File: src/rtl/player_key_conditioner_pkg.sv
// Shared encodings for the key conditioner: arbiter states, debounce states,
// decision codes and the indices of the two player keys.
package player_key_conditioner_pkg;

  typedef enum logic [1:0] {
    ARB_IDLE    = 2'd0,
    ARB_ARMED   = 2'd1,
    ARB_DECIDED = 2'd2
  } arb_state_e;

  typedef enum logic {
    DB_STABLE  = 1'b0,
    DB_PENDING = 1'b1
  } db_state_e;

  localparam logic [1:0] WHO_NONE = 2'b00;
  localparam logic [1:0] WHO_P1   = 2'b01;
  localparam logic [1:0] WHO_P2   = 2'b10;
  localparam logic [1:0] WHO_TIE  = 2'b11;

  localparam int NUM_KEYS = 4;
  localparam int P1_KEY   = 0;
  localparam int P2_KEY   = 3;

  function automatic logic [1:0] who_code(input logic p1, input logic p2);
    logic [1:0] code;
    unique case ({p2, p1})
      2'b01:   code = WHO_P1;
      2'b10:   code = WHO_P2;
      2'b11:   code = WHO_TIE;
      default: code = WHO_NONE;
    endcase
    return code;
  endfunction

endpackage

File: src/rtl/player_key_conditioner_key_debounce.sv
// One pushbutton: synchroniser, tick-based debounce, press pulse and, when
// KEYCOND_STUCK_DETECT_EN is defined, a saturating held-too-long flag.
module key_debounce
  import player_key_conditioner_pkg::*;
#(
  parameter int SYNC_STAGES = 2,
  parameter int DEBOUNCE_MS = 10,
  parameter int STUCK_MS    = 5000
) (
  input  logic clk,
  input  logic rst_n,
  input  logic ms_tick,
  input  logic key_n,
  output logic key_level,
  output logic key_press,
  output logic stuck
);

  localparam int CNT_W = $clog2(DEBOUNCE_MS + 1);
  localparam logic [CNT_W-1:0] CNT_LAST = CNT_W'(DEBOUNCE_MS);

  logic [SYNC_STAGES-1:0] sync_q, sync_d;
  db_state_e              state_q, state_d;
  logic [CNT_W-1:0]       cnt_q, cnt_d;
  logic [CNT_W-1:0]       cnt_inc;
  logic                   level_q, level_d;
  logic                   press_q, press_d;
  logic                   pressed_s;

  // Raw active-low sample enters at bit 0; the oldest stage is inverted to 1 = pressed.
  assign sync_d    = {sync_q[SYNC_STAGES-2:0], key_n};
  assign pressed_s = ~sync_q[SYNC_STAGES-1];
  assign cnt_inc   = cnt_q + CNT_W'(1);

  always_comb begin
    state_d = state_q;
    cnt_d   = cnt_q;
    level_d = level_q;
    press_d = 1'b0;
    unique case (state_q)
      DB_STABLE: begin
        if (pressed_s != level_q) begin
          state_d = DB_PENDING;
          cnt_d   = '0;
        end
      end
      DB_PENDING: begin
        if (pressed_s == level_q) begin
          state_d = DB_STABLE;
          cnt_d   = '0;
        end else if (ms_tick) begin
          if (cnt_inc == CNT_LAST) begin
            level_d = ~level_q;
            press_d = ~level_q;
            cnt_d   = '0;
            state_d = DB_STABLE;
          end else begin
            cnt_d = cnt_inc;
          end
        end
      end
      default: begin
        state_d = DB_STABLE;
        cnt_d   = '0;
      end
    endcase
  end

  always_ff @(posedge clk or negedge rst_n) begin
    if (!rst_n) begin
      sync_q  <= '1;
      state_q <= DB_STABLE;
      cnt_q   <= '0;
      level_q <= 1'b0;
      press_q <= 1'b0;
    end else begin
      sync_q  <= sync_d;
      state_q <= state_d;
      cnt_q   <= cnt_d;
      level_q <= level_d;
      press_q <= press_d;
    end
  end

  assign key_level = level_q;
  assign key_press = press_q;

`ifdef KEYCOND_STUCK_DETECT_EN
  localparam int SCNT_W = $clog2(STUCK_MS + 1);
  localparam logic [SCNT_W-1:0] SCNT_LAST = SCNT_W'(STUCK_MS);

  logic [SCNT_W-1:0] scnt_q, scnt_d;
  logic [SCNT_W-1:0] scnt_inc;
  logic              stuck_q, stuck_d;

  assign scnt_inc = scnt_q + SCNT_W'(1);

  // Counts only ticks after the level has risen; clears on the edge the level falls.
  always_comb begin
    scnt_d  = scnt_q;
    stuck_d = stuck_q;
    if (!level_d) begin
      scnt_d  = '0;
      stuck_d = 1'b0;
    end else if (level_q && ms_tick && (scnt_q != SCNT_LAST)) begin
      scnt_d = scnt_inc;
      if (scnt_inc == SCNT_LAST) stuck_d = 1'b1;
    end
  end

  always_ff @(posedge clk or negedge rst_n) begin
    if (!rst_n) begin
      scnt_q  <= '0;
      stuck_q <= 1'b0;
    end else begin
      scnt_q  <= scnt_d;
      stuck_q <= stuck_d;
    end
  end

  assign stuck = stuck_q;
`else
  wire unused_stuck_cfg = (STUCK_MS > 0);
  assign stuck = 1'b0;
`endif

endmodule

File: src/rtl/player_key_conditioner.sv
// Four-key conditioner with first-press arbitration between keys 0 and 3.
// Optional stuck-key detection is built when KEYCOND_STUCK_DETECT_EN is defined.
module player_key_conditioner
  import player_key_conditioner_pkg::*;
#(
  parameter int SYNC_STAGES = 2,
  parameter int DEBOUNCE_MS = 10,
  parameter int STUCK_MS    = 5000
) (
  input  logic       clk,
  input  logic       reset_n,
  input  logic       ms_tick,
  input  logic [3:0] key_n,
  input  logic       arm,
  input  logic       clear,
  output logic [3:0] key_level,
  output logic [3:0] key_press,
  output logic       first_valid,
  output logic [1:0] first_who,
  output logic [3:0] stuck
);

  logic [1:0] rst_sync_q, rst_sync_d;
  logic       rst_n_int;

  // Assertion is immediate; release is retimed to clk before reaching the rest of the block.
  assign rst_sync_d = {rst_sync_q[0], 1'b1};
  assign rst_n_int  = rst_sync_q[1];

  always_ff @(posedge clk or negedge reset_n) begin
    if (!reset_n) rst_sync_q <= 2'b00;
    else          rst_sync_q <= rst_sync_d;
  end

  for (genvar i = 0; i < NUM_KEYS; i++) begin : g_key
    key_debounce #(
      .SYNC_STAGES(SYNC_STAGES),
      .DEBOUNCE_MS(DEBOUNCE_MS),
      .STUCK_MS   (STUCK_MS)
    ) u_key (
      .clk      (clk),
      .rst_n    (rst_n_int),
      .ms_tick  (ms_tick),
      .key_n    (key_n[i]),
      .key_level(key_level[i]),
      .key_press(key_press[i]),
      .stuck    (stuck[i])
    );
  end

  arb_state_e arb_q, arb_d;
  logic       valid_q, valid_d;
  logic [1:0] who_q, who_d;
  logic       p1_hit, p2_hit;

  assign p1_hit = key_press[P1_KEY] & ~stuck[P1_KEY];
  assign p2_hit = key_press[P2_KEY] & ~stuck[P2_KEY];

  always_comb begin
    arb_d   = arb_q;
    valid_d = valid_q;
    who_d   = who_q;
    if (clear) begin
      arb_d   = ARB_IDLE;
      valid_d = 1'b0;
      who_d   = WHO_NONE;
    end else begin
      unique case (arb_q)
        ARB_IDLE: begin
          if (arm) arb_d = ARB_ARMED;
        end
        ARB_ARMED: begin
          if (p1_hit || p2_hit) begin
            arb_d   = ARB_DECIDED;
            valid_d = 1'b1;
            who_d   = who_code(p1_hit, p2_hit);
          end else if (!arm) begin
            arb_d = ARB_IDLE;
          end
        end
        ARB_DECIDED: ;
        default: begin
          arb_d   = ARB_IDLE;
          valid_d = 1'b0;
          who_d   = WHO_NONE;
        end
      endcase
    end
  end

  always_ff @(posedge clk or negedge rst_n_int) begin
    if (!rst_n_int) begin
      arb_q   <= ARB_IDLE;
      valid_q <= 1'b0;
      who_q   <= WHO_NONE;
    end else begin
      arb_q   <= arb_d;
      valid_q <= valid_d;
      who_q   <= who_d;
    end
  end

  assign first_valid = valid_q;
  assign first_who   = who_q;

endmodule

File: config.mk
export PLATFORM = sky130hd
export DESIGN_NAME = player_key_conditioner
export DESIGN_NICKNAME = d
export VERILOG_FILES = /design/src/rtl/player_key_conditioner_pkg.sv /design/src/rtl/player_key_conditioner_key_debounce.sv /design/src/rtl/player_key_conditioner.sv
export SDC_FILE = /design/constraint.sdc
export NUM_CORES = 1
export LEC_CHECK = 0
export CAP_MARGIN = 40
export CORE_ASPECT_RATIO = 1.25
export CORE_MARGIN = 2
export CORE_UTILIZATION = 40
export CTS_BUF_LIST = sky130_fd_sc_hd__clkbuf_2 sky130_fd_sc_hd__clkbuf_4 sky130_fd_sc_hd__clkbuf_8
export DETAILED_ROUTE_END_ITERATION = 8
export PLACE_DENSITY = 0.69
export SLEW_MARGIN = 20
export SYNTH_ARGS = -nofsm -noshare
export SYNTH_HDL_FRONTEND = slang
export SYNTH_SLANG_ARGS = --single-unit
File: constraint.sdc
create_clock -name clk -period 2.4 [get_ports clk]
set_clock_uncertainty 0.1 [all_clocks]
set_input_delay 0.36 -clock clk [delete_from_list [all_inputs] [get_ports clk]]
set_output_delay 0.36 -clock clk [all_outputs]
set_load 0.05 [all_outputs]
Word level (Yosys, flattened, before mapping)
Cells that the tools add are included.
- add/sub/neg operators: 4
- eq/ne operators: 30
- muxes and demuxes: 68
- bitwise operators: 16
- reduce and logical (&&, ||, !) cells: 13
- operators by type and width (operator ; count):
    $mux W4 ; 16
    $mux W1 ; 34
    $pmux W4 S2 ; 4
    $ne A3 B3 Y1 const B ; 6
    $add A4 B1 Y4 const B ; 4
    $eq A4 B4 Y1 const B ; 4
    $not A1 Y1 ; 16
    $reduce_and A4 Y1 ; 4
    $mux W2 ; 6
    $pmux W2 S3 ; 2
    $ne A2 B1 Y1 const B ; 5
    $pmux W1 S2 ; 5
    $reduce_and A2 Y1 ; 5
    $eq A2 B2 Y1 const B ; 3
    $eq A1 B1 Y1 ; 4
    $eq A2 B1 Y1 const B ; 2
    $ne A1 B1 Y1 ; 4
    $ne A4 B4 Y1 const B ; 1
    $pmux W2 S2 ; 1
    $reduce_and A3 Y1 ; 1
    $logic_not A2 Y1 ; 1
    $ne A2 B2 Y1 const B ; 1
    $reduce_or A2 Y1 ; 1
    $logic_or A1 B1 Y1 ; 1
- flip-flop bits (word level): 43
- input port bits: 9

Depth between registers and ports, before layout
- depth in word-level cells: 6
- gate-level depth with buffers: 6

Modules after synthesis
A second synthesis with hierarchy kept.
- cell total of the unflattened synthesis: 215
- area, all modules: 2274.7 sq um
- by module, submodules not included (module ; instances ; cells each ; area an instance (sq um) ; sequential area each (sq um)):
    key_debounce ; 4 ; 47 ; 491.7 ; 227.7
    player_key_conditioner ; 1 ; 27 ; 307.8 ; 175.2

Least setup slack after synthesis
No wires, ideal clock.
- path type: reg-to-reg
- start point: reg g_key[2].u_key.cnt_q[0]
- end point: reg g_key[2].u_key.level_q
- arrival time: 1604 ps
- data required time: 2221 ps
- setup slack: 616 ps
- stages on the path, launching flop included: 5
- path buffers: 0
- period minus slack after synthesis: 1784 ps
- cell sequence: dfrtp_1 ha_1 or4b_1 a21oi_1 mux2i_1
- word-level cells in the longest chain between the ends: 3
- RTL lines (item ; line ; text):
    from (decl) ; player_key_conditioner_key_debounce.sv:24 ; logic [CNT_W-1:0] cnt_q, cnt_d;
    from (signal assigned) ; player_key_conditioner_key_debounce.sv:79 ; cnt_q <= cnt_d;
    $add A4 B1 Y4 ; player_key_conditioner_key_debounce.sv:33 ; assign cnt_inc = cnt_q + CNT_W'(1);
    $eq A4 B4 Y1 ; player_key_conditioner_key_debounce.sv:52 ; if (cnt_inc == CNT_LAST) begin
    $reduce_and A4 Y1 (no source line) ; n/a ;
    to (signal assigned) ; player_key_conditioner_key_debounce.sv:80 ; level_q <= level_d;
    to (decl) ; player_key_conditioner_key_debounce.sv:26 ; logic level_q, level_d;
No other way between the ends.
A chain may end at the register's enable or synchronous reset.

Final worst setup path
- start point: reg g_key[0].u_key.press_q
- end point: out key_press[0]
- RTL lines (item ; line ; text):
    from (decl) ; player_key_conditioner_key_debounce.sv:27 ; logic press_q, press_d;
    from (signal assigned) ; player_key_conditioner_key_debounce.sv:81 ; press_q <= press_d;
    to (decl) ; player_key_conditioner.sv:17 ; output logic [3:0] key_press,
No word-level cell between the ends.

==> parameters.txt <==
Parameter                              Value

Setup path
  Crit path largest cell delay    between 800 and 900 ps
  CP startpoint kind    register
  Worst R2R Setup Slack    approximately 480 ps
  CP arrival    about 1600 ps
  Sequence of cells on the critical path    clkdlybuf4s50_1
  R2R cell count    4
  Critical Path Slowest Stage Cell    clkdlybuf4s50_1
  Critical path class    register to primary output
  Largest delay share family, worst path    buffers and inverters
  Required @ worst endpoint    approximately 1900 ps
  Startpoint of the worst-slack reg-to-reg timing path    g_key[2].u_key.cnt_q[0]
  End of the worst register-to-register path    g_key[2].u_key.key_level
  Critical Path End Type    primary output
  Crit-path max FO    5
  Count of buffer and inverter cells on the critical path    1

Power and ir drop
  Internal power of the cells    1.01 mW
  Clock Power Share    0.345
  Cell Pwr Density    roughly 530 mW/mm²
  Share of total power in sequential cells    0.573
  Worst vdd rail ir drop    roughly 0.00023 V
  Overall power after layout    between 1 and 1.5 mW
  Portion of total power attributed to combinational logic    0.082
  Net Sw Power    approximately 0.34 mW
  Switching share of power    0.254
  Static leakage    1.03 nW

STA
  Setup TNS after final layout    0 ps
  Final Hold Viols    0
  Max transition margin    0.659
  Worst Tran Pin Value    ~510 ps
  Count of final max-slew check failures    0
  Minimum period implied by the final worst setup slack    2030 ps
  FMAX    slightly below 500 MHz
  Finish-stage setup viols    0
  Fin crit share    0.847
  Setup repair after global routing missed its margin    false

Placement
  I/O Buffers    19
  Weighted congestion at the end of routability-driven global placement    between 0.8 and 0.9
  Half-perimeter wire length of the detailed placement result    2890 µm
  Placed insts    299

CTS
  Clk Latency, worst-skew pair    290 ps
  Hold buffer count at cts    0
  Total number of clock tree sinks    43
  CTS Buffer Depth    2
  Number of post-CTS setup repair buffers    0
  CTS buffer count    5
  Quantity of gates resized following cts    0
  Depth of the CTS H-tree    2
  Buffer cell driving the clock tree root    clkbuf_8
  TritonCTS clock tree    built
  Clk pin slew, worst setup/hold paths    about 90 ps

Routing
  Avg WL per Cell    between 10 and 15 µm
  Number of design-rule violations left by the first detailed-router iteration    about 110
  Via count    between 1500 and 2000
  Remaining design rule violation count    0
  Count of antenna-violating nets left after detailed routing    0
  Average vias per placed instance    roughly 5.3
  Total iterations of the first detailed-routing run    4
  Post-detailed-routing wire length    ~4000 µm

Die
  FP Rows    30
  Die boundary width    71.2 µm
  Number of top-level pins    24
  Initial Utilization    0.415
  Die ar.    roughly 0.0063 mm²
  Die Y    88.0 µm
  Floorplan core area    0.00544 mm²

Synthesis
  Summed instance area of the synthesized netlist    roughly 0.0023 mm²
  Leading cell types by count after synthesis    35 x dfrtp_1, 21 x nand2_1
  Top post-synthesis cells by area    dfrtp_1 39%, dfstp_2 9.3%, ha_1 4.4%
  Number of register bits inferred by synthesis    43
  Main combinational cell family by area after synthesis    simple AND/OR/NAND/NOR gates
  Portion of synthesized cell area occupied by the leading cell type    0.388
  Post-synthesis simple-gate area fraction    0.183
  Register area share after synthesis    0.481
  Synthesized-area fraction occupied by xor and xnor cells    0.0349
  Post-synth EDFFs    0
  Adder-cell area share of the yosys netlist    0.0443
  Number of distinct standard cells referenced by the synthesized netlist    50
  Portion of netlist area occupied by mux cells    0.0399
  Average size of a mapped cell    around 10 µm²
  Ys async rst share    1.00
  Warnings, synthesis    0
  Most frequent cell after synthesis    dfrtp_1
  Mapped Cells    between 200 and 250
  Fraction of the mapped netlist area in compound gates    0.148
  Post-synth top flop    dfrtp_1
  Largest area contributor in the synthesized netlist    dfrtp_1

Final layout
  Ratio of cells with drive above 1 in the final layout    0.107
  Filler cell count    around 490
  Growth of design area from synthesis to finish    13.1%
  Antenna diode count    0
  Final Non-Filler Cells    307
  Net count reported at finish    259

Hold path
  Kind of path behind the tightest hold check    register to asynchronous set/reset pin

GRT
  Initial antenna violation count    0
  Pin count of the biggest net entering global routing    34
  GR Util All Layers    0.134
  Wire length of the first global-routing pass    about 6700 µm
  Via count of the first global-routing pass    1487
  Sum of overflow across all layers after global routing    0

Flow run
  Reported max-cap violation count    0

Outcome
  Outcome    finished clean
worst max-delay path by stage:
stage	start	end	slack, ps	cells after the start
final	g_key[0].u_key.key_press	key_press[0]	370	1
after floorplan	g_key[2].u_key.cnt_q[0]	g_key[2].u_key.key_level	620	4
after detailed placement	ms_tick	g_key[0].u_key.key_level	330	5
after global placement	ms_tick	g_key[0].u_key.key_level	340	5
after global routing	g_key[0].u_key.key_press	key_press[0]	310	1
after CTS	g_key[3].u_key.key_press	key_press[3]	330	1
cell type report:
cell class	instances	area, µm²	share of cell area
repair buffers	21	218	0.0852
flip-flops and latches	43	1090	0.426
well taps	64	80.1	0.0313
inverters	12	45.0	0.0176
multi-input cells	159	1040	0.405
clock inverters	2	12.5	0.00490
clock buffers	6	76.3	0.0299
metal layers:
metal | GRT usage | share of wire | wire length, µm | vias to the layer above
li1 | - | - | - | 814
met1 | 0.175 | 0.49 | 1890 | 777
met2 | 0.213 | 0.47 | 1830 | 16
met3 | 0.0345 | 0.026 | 102 | 6
met4 | 0.0515 | 0.016 | 62 | 0
met5 | 0 | 0 | 0 | -
registers in the layout, indices dropped and copies added, names as in the netlist:
signal and count:
g_key.u_key.key_press 4, first_who 2, g_key.u_key.key_level 4, first_valid 1, g_key.u_key.sync_q 8, arb_q 2, rst_sync_q 2, g_key.u_key.cnt_q 16
g_key.u_key.state_q 4
placed cells by master (no fill, tap or decap), types with 5 or more instances in the layout:
master / count
a21oi_1: 12
clkbuf_8: 5
clkdlybuf4s50_1: 19
conb_1: 5
dfrtp_1: 34
dfstp_2: 8
ha_1: 8
inv_1: 12
mux2i_1: 9
nand2_1: 21
nand2b_1: 9
nand3_1: 9
nor2_1: 11
nor3_1: 6
o21ai_0: 12
xnor2_1: 6
power groups by stage:
stage | registers [mW] | logic, mW | clock network (mW)
2_1_floorplan | 0.790 | 0.0742 | 0
3_3_place_gp | 0.798 | 0.0962 | 0
3_5_place_dp | 0.789 | 0.112 | 0
4_1_cts | 0.775 | 0.113 | 0.481
5_1_grt | 0.778 | 0.127 | 0.503
6_report | 0.774 | 0.111 | 0.467
cell families (layout without fill, tap and decap cells):
| logic type | Yosys count | after routing |
|---|---|---|
| AO/OA/AOI/OAI | 51 | 51 |
| XOR/XNOR | 9 | 9 |
| adder cells (fa/ha/maj) | 8 | 8 |
| buffers and inverters | 27 | 41 |
| flip-flops | 43 | 43 |
| multiplexers | 9 | 9 |
| other | 2 | 5 |
| AND/OR/NAND/NOR | 77 | 77 |
metrics by stage:
stage	utilization	cell area, µm²	setup WS (ps)	hold WS (ps)
global route	0.469	2550	313	37.5
global placement	0.449	2450	338	235
detailed placement	0.453	2470	329	22.2
floorplan	-	2270	616	-35.6
finish	0.469	2550	366	21.4
CTS	0.469	2550	333	29.5
Power figures use the tool's default switching activity.
